**src/rtl/vlc_pkg.sv**
```systemverilog
// Shared constants and FSM state encoding for the VLC bit packer.
package vlc_pkg;

    localparam int WORD_W = 32;
    localparam int ACC_W  = 2 * WORD_W;
    localparam int FILL_W = 6;
    localparam int LEN_W  = 6;

    typedef logic [0:0] vlc_state_t;
    localparam vlc_state_t RUN   = 1'b0;
    localparam vlc_state_t FLUSH = 1'b1;

endpackage

```
**src/rtl/vlc_bit_insert.sv**
```systemverilog
// Masks a right-aligned codeword to its length and ORs it into the
// left-aligned accumulator directly below the currently valid bits.
module vlc_bit_insert
    import vlc_pkg::*;
(
    input  logic [ACC_W-1:0]  i_acc,
    input  logic [FILL_W-1:0] i_fill,
    input  logic [WORD_W-1:0] i_codeword,
    input  logic [LEN_W-1:0]  i_code_len,
    output logic [ACC_W-1:0]  o_acc
);

    logic [ACC_W-1:0] w_mask;
    logic [ACC_W-1:0] w_code;
    logic [6:0]       w_shift;

    assign w_mask  = (ACC_W'(1) << i_code_len) - ACC_W'(1);
    assign w_code  = {{WORD_W{1'b0}}, i_codeword} & w_mask;
    // A zero-length code gives a shift of 64 here, which is harmless: w_code is 0.
    assign w_shift = 7'(ACC_W) - 7'(i_fill) - 7'(i_code_len);
    assign o_acc   = i_acc | (w_code << w_shift);

endmodule

```
**src/rtl/vlc_bit_packer.sv**
```systemverilog
// Packs (codeword, length) pairs into an MSB-first stream of 32-bit words
// and reports the per-slice bit count when a slice is flushed.
module vlc_bit_packer
    import vlc_pkg::*;
#(
    parameter int WORD_W_P = WORD_W,
    parameter int ACC_W_P  = ACC_W
) (
    input  logic        clk,
    input  logic        reset,
    input  logic [31:0] codeword,
    input  logic [31:0] code_len,
    input  logic        flush,
    output logic [31:0] out_word,
    output logic        out_valid,
    output logic        out_last,
    output logic        flush_done,
    output logic [31:0] slice_bits,
    output logic        len_err
);

    vlc_state_t        r_state;
    logic [ACC_W-1:0]  r_acc;
    logic [FILL_W-1:0] r_fill;
    logic [31:0]       r_bit_cnt;
    logic [31:0]       r_out_word;
    logic              r_out_valid;
    logic              r_out_last;
    logic              r_flush_done;
    logic [31:0]       r_slice_bits;
    logic              r_len_err;

    logic              w_len_bad;
    logic [LEN_W-1:0]  w_ins_len;
    logic [ACC_W-1:0]  w_acc_ins;
    logic [6:0]        w_fill_sum;
    logic              w_emit;
    logic [FILL_W-1:0] w_fill_rem;
    logic [ACC_W-1:0]  w_acc_rem;

    // Out-of-range lengths are inserted as zero bits so the state stays untouched.
    assign w_len_bad = (code_len > 32'd32);
    assign w_ins_len = w_len_bad ? '0 : code_len[LEN_W-1:0];

    vlc_bit_insert u_insert (
        .i_acc      (r_acc),
        .i_fill     (r_fill),
        .i_codeword (codeword),
        .i_code_len (w_ins_len),
        .o_acc      (w_acc_ins)
    );

    // NOTE: every signal gets a default at the top of always_comb so no path
    // leaves it unassigned, which would otherwise infer a latch.
    always_comb begin
        w_fill_sum = 7'(r_fill) + 7'(w_ins_len);
        w_emit     = (w_fill_sum >= 7'd32);
        w_fill_rem = w_fill_sum[FILL_W-1:0];
        w_acc_rem  = w_acc_ins;
        if (w_emit) begin
            w_fill_rem = FILL_W'(w_fill_sum - 7'd32);
            w_acc_rem  = {w_acc_ins[WORD_W-1:0], {WORD_W{1'b0}}};
        end
    end

    // NOTE: sequential state uses non-blocking assignments so every register
    // samples the pre-edge values, independent of statement order.
    always_ff @(posedge clk) begin
        if (reset) begin
            r_state      <= RUN;
            r_acc        <= '0;
            r_fill       <= '0;
            r_bit_cnt    <= '0;
            r_out_word   <= '0;
            r_out_valid  <= 1'b0;
            r_out_last   <= 1'b0;
            r_flush_done <= 1'b0;
            r_slice_bits <= '0;
            r_len_err    <= 1'b0;
        end else begin
            r_flush_done <= 1'b0;
            r_slice_bits <= '0;
            case (r_state)
                RUN: begin
                    r_acc       <= w_acc_rem;
                    r_fill      <= w_fill_rem;
                    r_bit_cnt   <= r_bit_cnt + 32'(w_ins_len);
                    r_out_valid <= w_emit;
                    r_out_word  <= w_emit ? w_acc_ins[ACC_W-1 -: WORD_W] : '0;
                    // A flush-cycle word that leaves nothing behind is the slice's last word.
                    r_out_last  <= flush && w_emit && (w_fill_rem == '0);
                    if (w_len_bad) begin
                        r_len_err <= 1'b1;
                    end
                    if (flush) begin
                        r_state <= FLUSH;
                    end
                end
                default: begin
                    r_out_valid  <= (r_fill != '0);
                    r_out_last   <= (r_fill != '0);
                    r_out_word   <= (r_fill != '0) ? r_acc[ACC_W-1 -: WORD_W] : '0;
                    r_flush_done <= 1'b1;
                    r_slice_bits <= r_bit_cnt;
                    r_acc        <= '0;
                    r_fill       <= '0;
                    r_bit_cnt    <= '0;
                    if (code_len != 32'd0) begin
                        r_len_err <= 1'b1;
                    end
                    r_state <= RUN;
                end
            endcase
        end
    end

    assign out_word   = r_out_word;
    assign out_valid  = r_out_valid;
    assign out_last   = r_out_last;
    assign flush_done = r_flush_done;
    assign slice_bits = r_slice_bits;
    assign len_err    = r_len_err;

endmodule

```
**config.mk**
```make
export PLATFORM = sky130hd
export DESIGN_NAME = vlc_bit_packer
export DESIGN_NICKNAME = d
export VERILOG_FILES = /design/src/rtl/vlc_pkg.sv /design/src/rtl/vlc_bit_insert.sv /design/src/rtl/vlc_bit_packer.sv
export SDC_FILE = /design/constraint.sdc
export NUM_CORES = 1
export LEC_CHECK = 0
export ABC_AREA = 1
export CAP_MARGIN = 10
export CORE_MARGIN = 4
export CORE_UTILIZATION = 35
export CTS_BUF_LIST = sky130_fd_sc_hd__clkbuf_16
export CTS_CLUSTER_DIAMETER = 100
export DETAILED_ROUTE_END_ITERATION = 10
export SLEW_MARGIN = 20
export SYNTH_ARGS = -nofsm -noshare
export SYNTH_HDL_FRONTEND = slang
export SYNTH_SLANG_ARGS = --single-unit
```
**constraint.sdc**
```tcl
create_clock -name clk -period 9 [get_ports clk]
set_input_delay 0.9 -clock clk [delete_from_list [all_inputs] [get_ports clk]]
set_output_delay 0.9 -clock clk [all_outputs]
set_load 0.005 [all_outputs]
```
==> impl_results.md, run 1 <==
- Crit-path most repeated cell: nor2_1
- CORE AREA: 30700 um^2
- GR Overflow Total: 0
- Dpl cell area: 12600 um^2
- Worst-margin pin slew: 0.996 ns
- Buffers on Ports: 134
- Die Ht: about 180 um
- Postcts setup bufs: 0
- Register bit total from synthesis: 171
- CP peak stage delay: 0.73 ns
- Sw Share: between 20% and 30%
- Share of layout cells above drive strength 1: 5.49%
- DPL Wire Length: 27800 um
- Drt pass-1 iters: 6
- Root cell of the clock tree: clkbuf_16
- Critical path capture point type: register
- Vias in the first global route: 11400
- Synth async-reset ratio: 0%
- Total Wirelength: 36700 um
- Post-synth EDFFs: 0
- Die ar.: approximately 34000 um^2
- Seq/Total Area, Yosys: 31.4%
- Unrepaired setup endpoints after global routing: no
- Minimum clock period: 6.62 ns
- Area Growth Syn to Fin: 20.3%
- H-tree depth: 4
- Iteration-0 DRC Markers: 1119
- Worst EP required: ~9.4 ns
- Final antenna-violating net count: 0
- Clk sinks: 171
- Power after layout: 1550 uW
- Worst-skew pair later-pin latency: 0.44 ns
- HP Class: register to register
- CTS buffer count: 17
- Critical-path top delay cell: clkdlybuf4s50_1
- Hold-fix buffers, CTS: 0
- First-pass GRT wire length: roughly 60000 um
- Final setup viols: 0
- Fillers: ~3300
- Unique masters post-synth: 39
- Non-filler instance count after layout: 2272
- Resized Gates After CTS: 0
- Via density: 5.15
- Antenna Cells: 0
- Pins Over Slew Limit: 0
- Post-layout util: 42.8%
- Syn_area_per_cell: between 6 and 7 um^2
- Cell count after synthesis: 1771
- Syn_nets: 1865
- Reg2reg path depth: 18
- Cell internal pwr: 1180 uW
- Final Cell Area: 13100 um^2
- Synth warnings: 0
- Share of power burned in registers: between 40% and 50%
- Hold Violations, Final: 0
- Worst Path Arrival: 6.99 ns
- Vias: 11700
- CP Buf/Inv Count: 4
- Worst hold path stage count: 2
- Die Wd: ~180 um
- GPL Wtd Cong: approximately 0.95
- Initial core utilization: 35.6%
- Fin crit share: between 70% and 80%
- Max FO, Critical Path: 20
- Ports: 135
- P_leak: 0.00578 uW
- Outcome: finished, final reports clean
- Row cnt: 64
- Largest net degree at the start of global routing: 56
- Clock tree from TritonCTS: built
- Levels on crit path: 24
- Comb power frac: 4.1%
- Post-synth top area cell: dfxtp_1
- Clock Pin Slew Worst Setup and Hold Paths: roughly 0.07 ns
- DRC: 0
- Tot GR Track Use: 21.8%
- Psw: 373 uW
- Clk buf depth: 2
- Cells after DPL: 2240
- Worst Setup Start Kind: input pin
- Main synth FF type: dfxtp_1
- Clock power share: 47.1%
- Max-slew headroom: 33.5%
- Max Clk Rate: 0.151 GHz
- Max VDD drop: 0.119 mV
- Top cell family by delay on the critical path: simple AND/OR/NAND/NOR gates
- Worst path cell trace: clkdlybuf4s50_1 -> nor2_4 -> nand3_2 -> nor2_4 -> nor2_2 -> nor2_4 -> nand2_1 -> ha_1 -> ha_1 -> a21oi_1 -> and2_1 -> inv_1 -> a21oi_1 -> nor2_1 -> nor2_1 -> xnor2_1 -> clkinv_1 -> nor2_1 -> inv_1 -> nor2_1 -> nand3_1 -> nand3_1 -> nand2_1 -> o21ai_1
- Final net count: 1957
- Synth top area share: 31.4%
- Initial antenna violation count: 0
- Setup TNS: 0 ns
- Cell area after synthesis: 10900 um^2
- Pwr dens: 118 nW/um^2
- MaxCap Viol Count: 0
- Worst Clk Skew: ~0.013 ns
- CP Class: input pin to register
- Largest cells by area after synthesis: dfxtp_1 (31%), nand2_1 (17%), nand3_1 (14%), nor2_1 (6.3%), inv_1 (6.2%)
- Wire length per cell: around 16 um
## per-layer routing
metal / vias to the layer above / GRT usage [%] / share of wire [%]
met5: - / 0 / 0
li1: 5982 / - / -
met1: 5365 / 30.1 / 47
met4: 0 / 5.17 / 1.9
met2: 303 / 35.3 / 45
met3: 53 / 4.07 / 6.1
## synthesized netlist by cell type (8+ instances only)
cell,instances
buf_1,12
nor3_1,17
o21ai_1,16
inv_1,181
buf_2,14
nand4_1,75
nand3b_1,8
nor2_1,182
clkbuf_1,46
dfxtp_1,171
nor2_4,11
o21ai_0,34
ha_1,24
a21oi_1,116
nand2_1,480
nand3_1,303
## cells in the final DEF, fill, tap and decap left out, types with 6 or more instances in the layout
cell and n:
nor2_1 181, clkdlybuf4s50_1 134, clkinv_1 6, nor3_1 17, dfxtp_1 171, buf_4 18
inv_2 7, o21ai_0 34, nand3b_1 8, o21a_1 6, nand4_1 75, o21ai_1 16
clkbuf_16 17, ha_1 24, nor2_4 11, nand3_1 303, nor2_2 6, nand2_2 6
nand2_1 480, inv_1 180, a21oi_1 116
## power by group through the flow
stage,logic (uW),registers (uW),clock network (uW)
after global routing,69.4,757,784
after detailed placement,64.1,775,0
after CTS,64.4,757,751
final,63.8,757,732
after global placement,63.4,775,0
after floorplan,23.3,775,0
## worst min-delay path, stage by stage (launching register included)
cell and delay (ns):
dfxtp_1 0.32, inv_1 0.05, nor2_1 0.03
## stage by stage
step	hold WS, ns	setup WS (ns)
after CTS	0.439	2.46
after global placement	0.423	2.22
after floorplan	0.413	4.20
final	0.434	2.38
after global routing	0.459	1.89
after detailed placement	0.429	2.01
## kinds of logic after synthesis
group / Yosys count / share of synthesized area (%)
AND/OR/NAND/NOR: 1112 / 46.1
buffers and inverters: 272 / 9.96
AO/OA/AOI/OAI: 181 / 8.64
flip-flops: 171 / 31.4
adder cells (fa/ha/maj): 27 / 3.30
XOR/XNOR: 8 / 0.642
## path summary, 6_finish.rpt
path           startpoint       endpoint  slack [ns]
max           code_len[2]   out_word[21]        2.38
min          r_bit_cnt[2]  slice_bits[2]        0.43
max reg2reg     r_fill[3]   out_word[21]        4.78
min reg2reg  r_bit_cnt[2]  slice_bits[2]        0.43
## flip-flops by register name, summed over array words and instances (netlist names)
register and cells:
len_err 1, slice_bits 32, r_acc 64, flush_done 1
r_bit_cnt 32, r_fill 6, out_valid 1, out_word 32
out_last 1, r_state 1
## cell type report
| type | count | area, um^2 | share of cell area [%] |
|---|---|---|---|
| clock buffers | 17 | 425 | 3.24 |
| repair buffers | 152 | 1480 | 11.2 |
| clock inverters | 15 | 155 | 1.18 |
| well taps | 396 | 495 | 3.77 |
| multi-input cells | 1328 | 6440 | 49.0 |
| inverters | 193 | 724 | 5.51 |
| flip-flops and latches | 171 | 3420 | 26.1 |
(Power assumes the default switching activity.)
==> run 2, diff against run 1 <==
==> constraint.sdc (replaced) <==
create_clock -name clk -period 6.2 [get_ports clk]
set_input_delay 0.62 -clock clk [delete_from_list [all_inputs] [get_ports clk]]
set_output_delay 0.62 -clock clk [all_outputs]
set_load 0.005 [all_outputs]
==> run 2 against run 1 <==
Count of clock-buffer cells in the layout unchanged. Clock skew decreased by 0.00051 ns. Critical path depth increased by 11. Register-to-register slack got worse by 2.3 ns. Die area unchanged. Critical endpoint is now r_bit_cnt[28]. Largest cell class unchanged. Largest power group is now the clock network.
==> impl_results.md, run 2 (synthesis results as in run 1) <==
- MaxCap Viol Count: 0 (unchanged)
- Initial core utilization: 35.6% (unchanged)
- Top reg by flops: r_acc
- Most frequent cells in the layout: nand2_1 (480), nand3_1 (303), nor2_1 (181)
- Fin crit share: 86.7%
- Die ar.: 34100 um^2 (unchanged)
- Via density: 5.19 (+0.70%)
- Tot GR Track Use: 20.8% (-0.96 points)
- Pins Over Slew Limit: 0 (unchanged)
- Worst EP required: 6.54 ns (-2.83 ns)
- Worst hold path stage count: 2 (unchanged)
- H-tree depth: 4 (unchanged)
- Footprint of the multi-input gates: 6440 um^2 (unchanged)
- Max VDD drop: 0.169 mV (+43%)
- Setup TNS: 0 ns (unchanged)
- Dpl cell area: 12600 um^2 (+0.54%)
- Initial antenna violation count: 0 (unchanged)
- Worst Clk Skew: 0.0120 ns (-0.000510 ns)
- Worst-skew pair later-pin latency: 0.44 ns (about the same)
- Iteration-0 DRC Markers: 1052 (-6.0%)
- DRC: 0 (unchanged)
- Largest net degree at the start of global routing: 47 (-16%)
- Top cell family by delay on the critical path: simple AND/OR/NAND/NOR gates
- Clk sinks: 171 (unchanged)
- First-pass GRT wire length: 57200 um (-4.0%)
- Final setup viols: 0 (unchanged)
- Unrepaired setup endpoints after global routing: no
- Clk buf depth: 2 (unchanged)
- Final net count: 1966 (+0.46%)
- Max reg flops: 64 (unchanged)
- Final antenna-violating net count: 0 (unchanged)
- CTS buffer count: 17 (unchanged)
- Root cell of the clock tree: clkbuf_16
- Register area: 3420 um^2 (unchanged)
- CP Class: input pin to register
- Max-slew headroom: 29.9% (-3.6 points)
- Setup crit start: code_len[3]
- GR Overflow Total: 0 (unchanged)
- Max FO, Critical Path: 13 (-35%)
- Area Growth Syn to Fin: 21.7%
- Postcts setup bufs: 0 (unchanged)
- Critical-path top delay cell: clkdlybuf4s50_1
- R2R setup slack: 2.46 ns (-2.32 ns)
- Clock Pin Slew Worst Setup and Hold Paths: 0.07 ns (about the same)
- Antenna Cells: 0 (unchanged)
- Die Wd: 185 um (unchanged)
- Max Clk Rate: 0.186 GHz
- Critical path capture point type: register
- Post-layout util: 43.3% (+0.48 points)
- Vias: 11800 (+1.1%)
- Final Cell Area: 13300 um^2 (+1.1%)
- Worst Path Arrival: 5.71 ns (-1.28 ns)
- Hold endpoint: slice_bits[2]
- Worst-margin pin slew: 1.05 ns (+0.0548 ns)
- GPL Wtd Cong: 0.963 (+1.5%)
- Vias in the first global route: 11100 (-2.8%)
- P_leak: 0.00586 uW (+1.4%)
- RR Endpoint: r_bit_cnt[28]
- Minimum clock period: roughly 5.4 ns
- Buffers on Ports: 134 (unchanged)
- Wire length per cell: 15.5 um (-4.0%)
- Clock tree from TritonCTS: built
- Hold Violations, Final: 0 (unchanged)
- HP Class: register to register
- Place WS: 0.465 ns (-1.54 ns)
- Worst Setup Start Kind: input pin
- Share of layout cells above drive strength 1: 5.89% (+0.40 points)
- Ports: 135 (unchanged)
- DPL Wire Length: 27100 um (-2.2%)
- Total Wirelength: 35400 um (-3.6%)
- Worst Hold Launch: r_bit_cnt[2]
- Fillers: 3182 (-3.9%)
- Leading cell type in the layout, fill and taps excluded: nand2_1
- Crit-path most repeated cell: nor2_1
- Outcome: finished, final reports clean
- CORE AREA: 30700 um^2 (unchanged)
- Row cnt: 64 (unchanged)
- Hold-fix buffers, CTS: 0 (unchanged)
- Drt pass-1 iters: 7 (+1)
- CP peak stage delay: 0.61 ns (-0.12 ns)
- Resized Gates After CTS: 0 (unchanged)
- Die Ht: 185 um (unchanged)
- Final setup margin: 0.825 ns (-1.56 ns)
- Reg2reg path depth: 27 (+9)
- CP Buf/Inv Count: 5 (+1)
- Reg-to-Reg Start: r_bit_cnt[0]
- Pwr dens: 180 nW/um^2 (+52%)
-- run 2: cell count changes in the layout (fill, tap and decap cells not counted), sizes merged --
cell      change
buf           +9
clkinv        +2
clkinvlp      -2
bufinv        +4
inv           -4
-- run 2: worst max path at each step --
stage | end | slack [ns] | cells after the start
2_1_floorplan | r_bit_cnt[28] | 1.68 | 36
3_3_place_gp | r_bit_cnt[28] | 0.63 | 35
3_5_place_dp | r_bit_cnt[28] | 0.47 | 35
4_1_cts | r_bit_cnt[28] | 0.88 | 35
5_1_grt | r_bit_cnt[28] | 0.27 | 35
6_report | r_bit_cnt[28] | 0.83 | 35
-- run 2: area by class of cell --
cell class,instances,share of cell area [%]
well taps,396,3.73
clock buffers,17,3.20
flip-flops and latches,171,25.8
inverters,193,5.45
repair buffers,161,11.6
multi-input cells,1328,48.5
clock inverters,15,1.77
-- run 2: per-layer routing --
layer  track usage (%)  wire, um  vias up  part of all wire (%)
met5                 0         0        -                     0
met1              28.8     16600     5397                    47
met3              4.56      2370       54                   6.7
li1                  -         -     6007                     -
met4              6.52       761        0                   2.1
met2              32.5     15700      374                    44
-- run 2: power breakdown --
| group | total, uW | internal [uW] | switching (uW) |
|---|---|---|---|
| clock network | 1190 | 724 | 470 |
| registers | 1100 | 1100 | 0.742 |
| logic | 92.4 | 46.4 | 46.0 |
| total | 2390 | 1870 | 517 |
-- run 2: worst min-delay path: cells and delay by family, from the launching register on --
family | cells | cell delay, ns
AND/OR/NAND/NOR | 1 | 0.03
flip-flops | 1 | 0.31
buffers and inverters | 1 | 0.05
-- run 2: metrics by stage --
stage	total power [uW]	hold slack [ns]	cells
2_1_floorplan	1160	0.413	1771
3_3_place_gp	1220	0.426	2249
3_5_place_dp	1220	0.428	2249
4_1_cts	2420	0.436	2281
5_1_grt	2460	0.452	2281
6_report	2390	0.432	2281
==> run 3, diff against run 2 <==
--- a/config.mk
+++ b/config.mk
@@ -8,10 +8,12 @@
 export ABC_AREA = 1
 export CAP_MARGIN = 10
 export CORE_MARGIN = 4
-export CORE_UTILIZATION = 35
+export CORE_UTILIZATION = 57
 export CTS_BUF_LIST = sky130_fd_sc_hd__clkbuf_16
 export CTS_CLUSTER_DIAMETER = 100
+export CTS_CLUSTER_SIZE = 16
 export DETAILED_ROUTE_END_ITERATION = 10
+export PLACE_DENSITY = 0.82
 export SLEW_MARGIN = 20
 export SYNTH_ARGS = -nofsm -noshare
 export SYNTH_HDL_FRONTEND = slang
==> run 3 against run 2 <==
Routed wire length down 3.6%. Critical path type unchanged. Die area shrank 37%. Sequential share of layout area increased by 0.53 points. Total power fell by 5.8%. Largest power group is now sequential cells. Cell area fell by 2.0%. Non-clock buffer count unchanged. Sequential power barely moved. Utilization increased by 26 points. Worst hold slack improved by 0.00093 ns.
==> impl_results.md, run 3 (synthesis results as in run 1) <==
- CP Buf/Inv Count: 5 (unchanged)
- MaxCap Viol Count: 0 (unchanged)
- Max reg flops: 64 (unchanged)
- Leading cell type in the layout, fill and taps excluded: nand2_1
- GR Util met1: 42.9% (+14 points)
- Global routing's busiest layer: met2
- Fillers: 1674 (-47%)
- Final antenna-violating net count: 0 (unchanged)
- DPL Wire Length: 25400 um (-6.3%)
- Ports: 135 (unchanged)
- HP Class: register to register
- P_leak: 0.00583 uW (-0.48%)
- Worst Path Arrival: 5.67 ns (-0.04 ns)
- Buffers on Ports: 134 (unchanged)
- Drt pass-1 iters: 7 (unchanged)
- Clock Pin Slew Worst Setup and Hold Paths: 0.07 ns (about the same)
- CORE AREA: 18800 um^2 (-39%)
- Max-slew headroom: 28.2% (-1.7 points)
- Minimum clock period: 5.34 ns (-0.0352 ns)
- Reg-to-Reg Start: r_fill[3]
- Resized Gates After CTS: 0 (unchanged)
- GR Util met2: 49.6% (+17 points)
- Pins Over Slew Limit: 0 (unchanged)
- Final Cell Area: 13000 um^2 (-2.0%)
- DRC: 0 (unchanged)
- Outcome: finished, final reports clean
- Die Ht: 146 um (-21%)
- Share of layout cells above drive strength 1: 5.89% (unchanged)
- Setup TNS: 0 ns (unchanged)
- Root cell of the clock tree: clkbuf_16
- Die ar.: 21400 um^2 (-37%)
- Die Wd: 146 um (-21%)
- Clock tree from TritonCTS: built
- Dpl cell area: 12400 um^2 (-1.8%)
- Unrepaired setup endpoints after global routing: no
- Crit-path most repeated cell: nor2_1
- Iteration-0 DRC Markers: 1332 (+27%)
- Antenna Cells: 0 (unchanged)
- H-tree depth: 4 (unchanged)
- Worst Setup Start Kind: input pin
- Clk sinks: 171 (unchanged)
- Largest net degree at the start of global routing: 56 (+19%)
- Vias: 12300 (+4.0%)
- Max FO, Critical Path: 10 (-3)
- Via density: 5.81 (+12%)
- Vias in the first global route: 11100 (+0.32%)
- Reg2reg path depth: 18 (-33%)
- Post-layout util: 69.4% (+26 points)
- Max Clk Rate: 0.187 GHz (+0.66%)
- GR Overflow Total: 0 (unchanged)
- Critical path capture point type: register
- Worst hold path stage count: 2 (unchanged)
- Levels on crit path: 35 (unchanged)
- Worst-margin pin slew: 1.08 ns (+0.0261 ns)
- Pwr dens: 173 nW/um^2 (-3.8%)
- Clk buf depth: 2 (unchanged)
- Final setup viols: 0 (unchanged)
- WHS: 0.433 ns (+0.000926 ns)
- Hold Violations, Final: 0 (unchanged)
- Global routing usage on met3: 6.64% (+2.1 points)
- Area Growth Syn to Fin: 19.2%
- Worst-skew pair later-pin latency: 0.44 ns (about the same)
- Tot GR Track Use: 31.2% (+10 points)
- Hold-fix buffers, CTS: 0 (unchanged)
- First-pass GRT wire length: 55100 um (-3.7%)
- Wire length per cell: 16.1 um (+3.8%)
- Setup crit start: code_len[3]
- Total Wirelength: 34100 um (-3.6%)
- Fin crit share: 86.1% (-0.57 points)
- Worst EP required: 6.53 ns (about the same)
- Most frequent cells in the layout: nand2_1 (480), nand3_1 (303), nor2_1 (181)
- Top cell family by delay on the critical path: simple AND/OR/NAND/NOR gates
- CTS buffer count: 17 (unchanged)
- Max VDD drop: 0.197 mV (+16%)
- Initial antenna violation count: 0 (unchanged)
- Worst Hold Launch: r_bit_cnt[2]
- Row cnt: 50 (-22%)
- Critical-path top delay cell: clkdlybuf4s50_1
- Final net count: 1966 (unchanged)
- Top reg by flops: r_acc
- Initial core utilization: 58.2% (+23 points)
- Worst Clk Skew: 0.0150 ns (+0.00301 ns)
- GPL Wtd Cong: 0.988 (+2.6%)
- CP peak stage delay: 0.64 ns (+0.03 ns)
- CP Class: input pin to register
run 3: cell types whose count changed in the layout (fill, tap and decap cells not counted), sizes merged:
| cell | before | now |
|---|---|---|
| bufinv | 5 | 0 |
| inv | 191 | 193 |
| clkinv | 11 | 14 |
run 3: power by group:
group          switching [uW]  internal [uW]
clock network             514            542
registers               0.788           1100
logic                    46.9           46.4
total                     562           1690
run 3: worst paths after layout:
check | slack (ns) | to
max | 0.86 | r_bit_cnt[28]
min | 0.43 | slice_bits[2]
max reg2reg | 2.28 | out_word[21]
min reg2reg | 0.43 | slice_bits[2]
run 3: area by class of cell:
cell class | instances | area (um^2) | share of cell area [%]
clock buffers | 17 | 425 | 3.27
clock inverters | 15 | 171 | 1.32
inverters | 193 | 724 | 5.56
multi-input cells | 1328 | 6440 | 49.4
flip-flops and latches | 171 | 3420 | 26.3
well taps | 234 | 293 | 2.25
repair buffers | 161 | 1540 | 11.9
run 3: timing repair:
action | CTS | global route
setup buffers | 0 | 3
endpoints found under the setup margin | 0 | 2
hold endpoints to repair | 0 | 0
run 3: layer usage:
metal  wire length (um)  vias up
li1                   -     6011
met5                  0        -
met1              14800     5589
met2              15200      618
met4                911        0
met3               3220       89
run 3: worst register-to-register path, cell delays in order, from the launching register on:
cell and delay, ns:
dfxtp_1 0.39, inv_1 0.06, ha_1 0.36, ha_1 0.40, a21oi_1 0.22, and2_1 0.26
inv_1 0.07, a21oi_1 0.13, nor2_1 0.05, nor2_1 0.11, xnor2_1 0.21, clkinv_1 0.15
nor2_1 0.15, inv_1 0.16, nor2_1 0.65, nand3_1 0.17, nand3_1 0.15, nand2_1 0.07
o21ai_1 0.10
run 3: metrics by stage:
stage,cells,total power (uW),worst slack [ns]
after floorplan,1771,1160,1.68
after detailed placement,2084,1220,0.407
after global placement,2084,1220,0.618
final,2119,2250,0.861
after CTS,2116,2260,0.714
after global routing,2119,2310,0.124
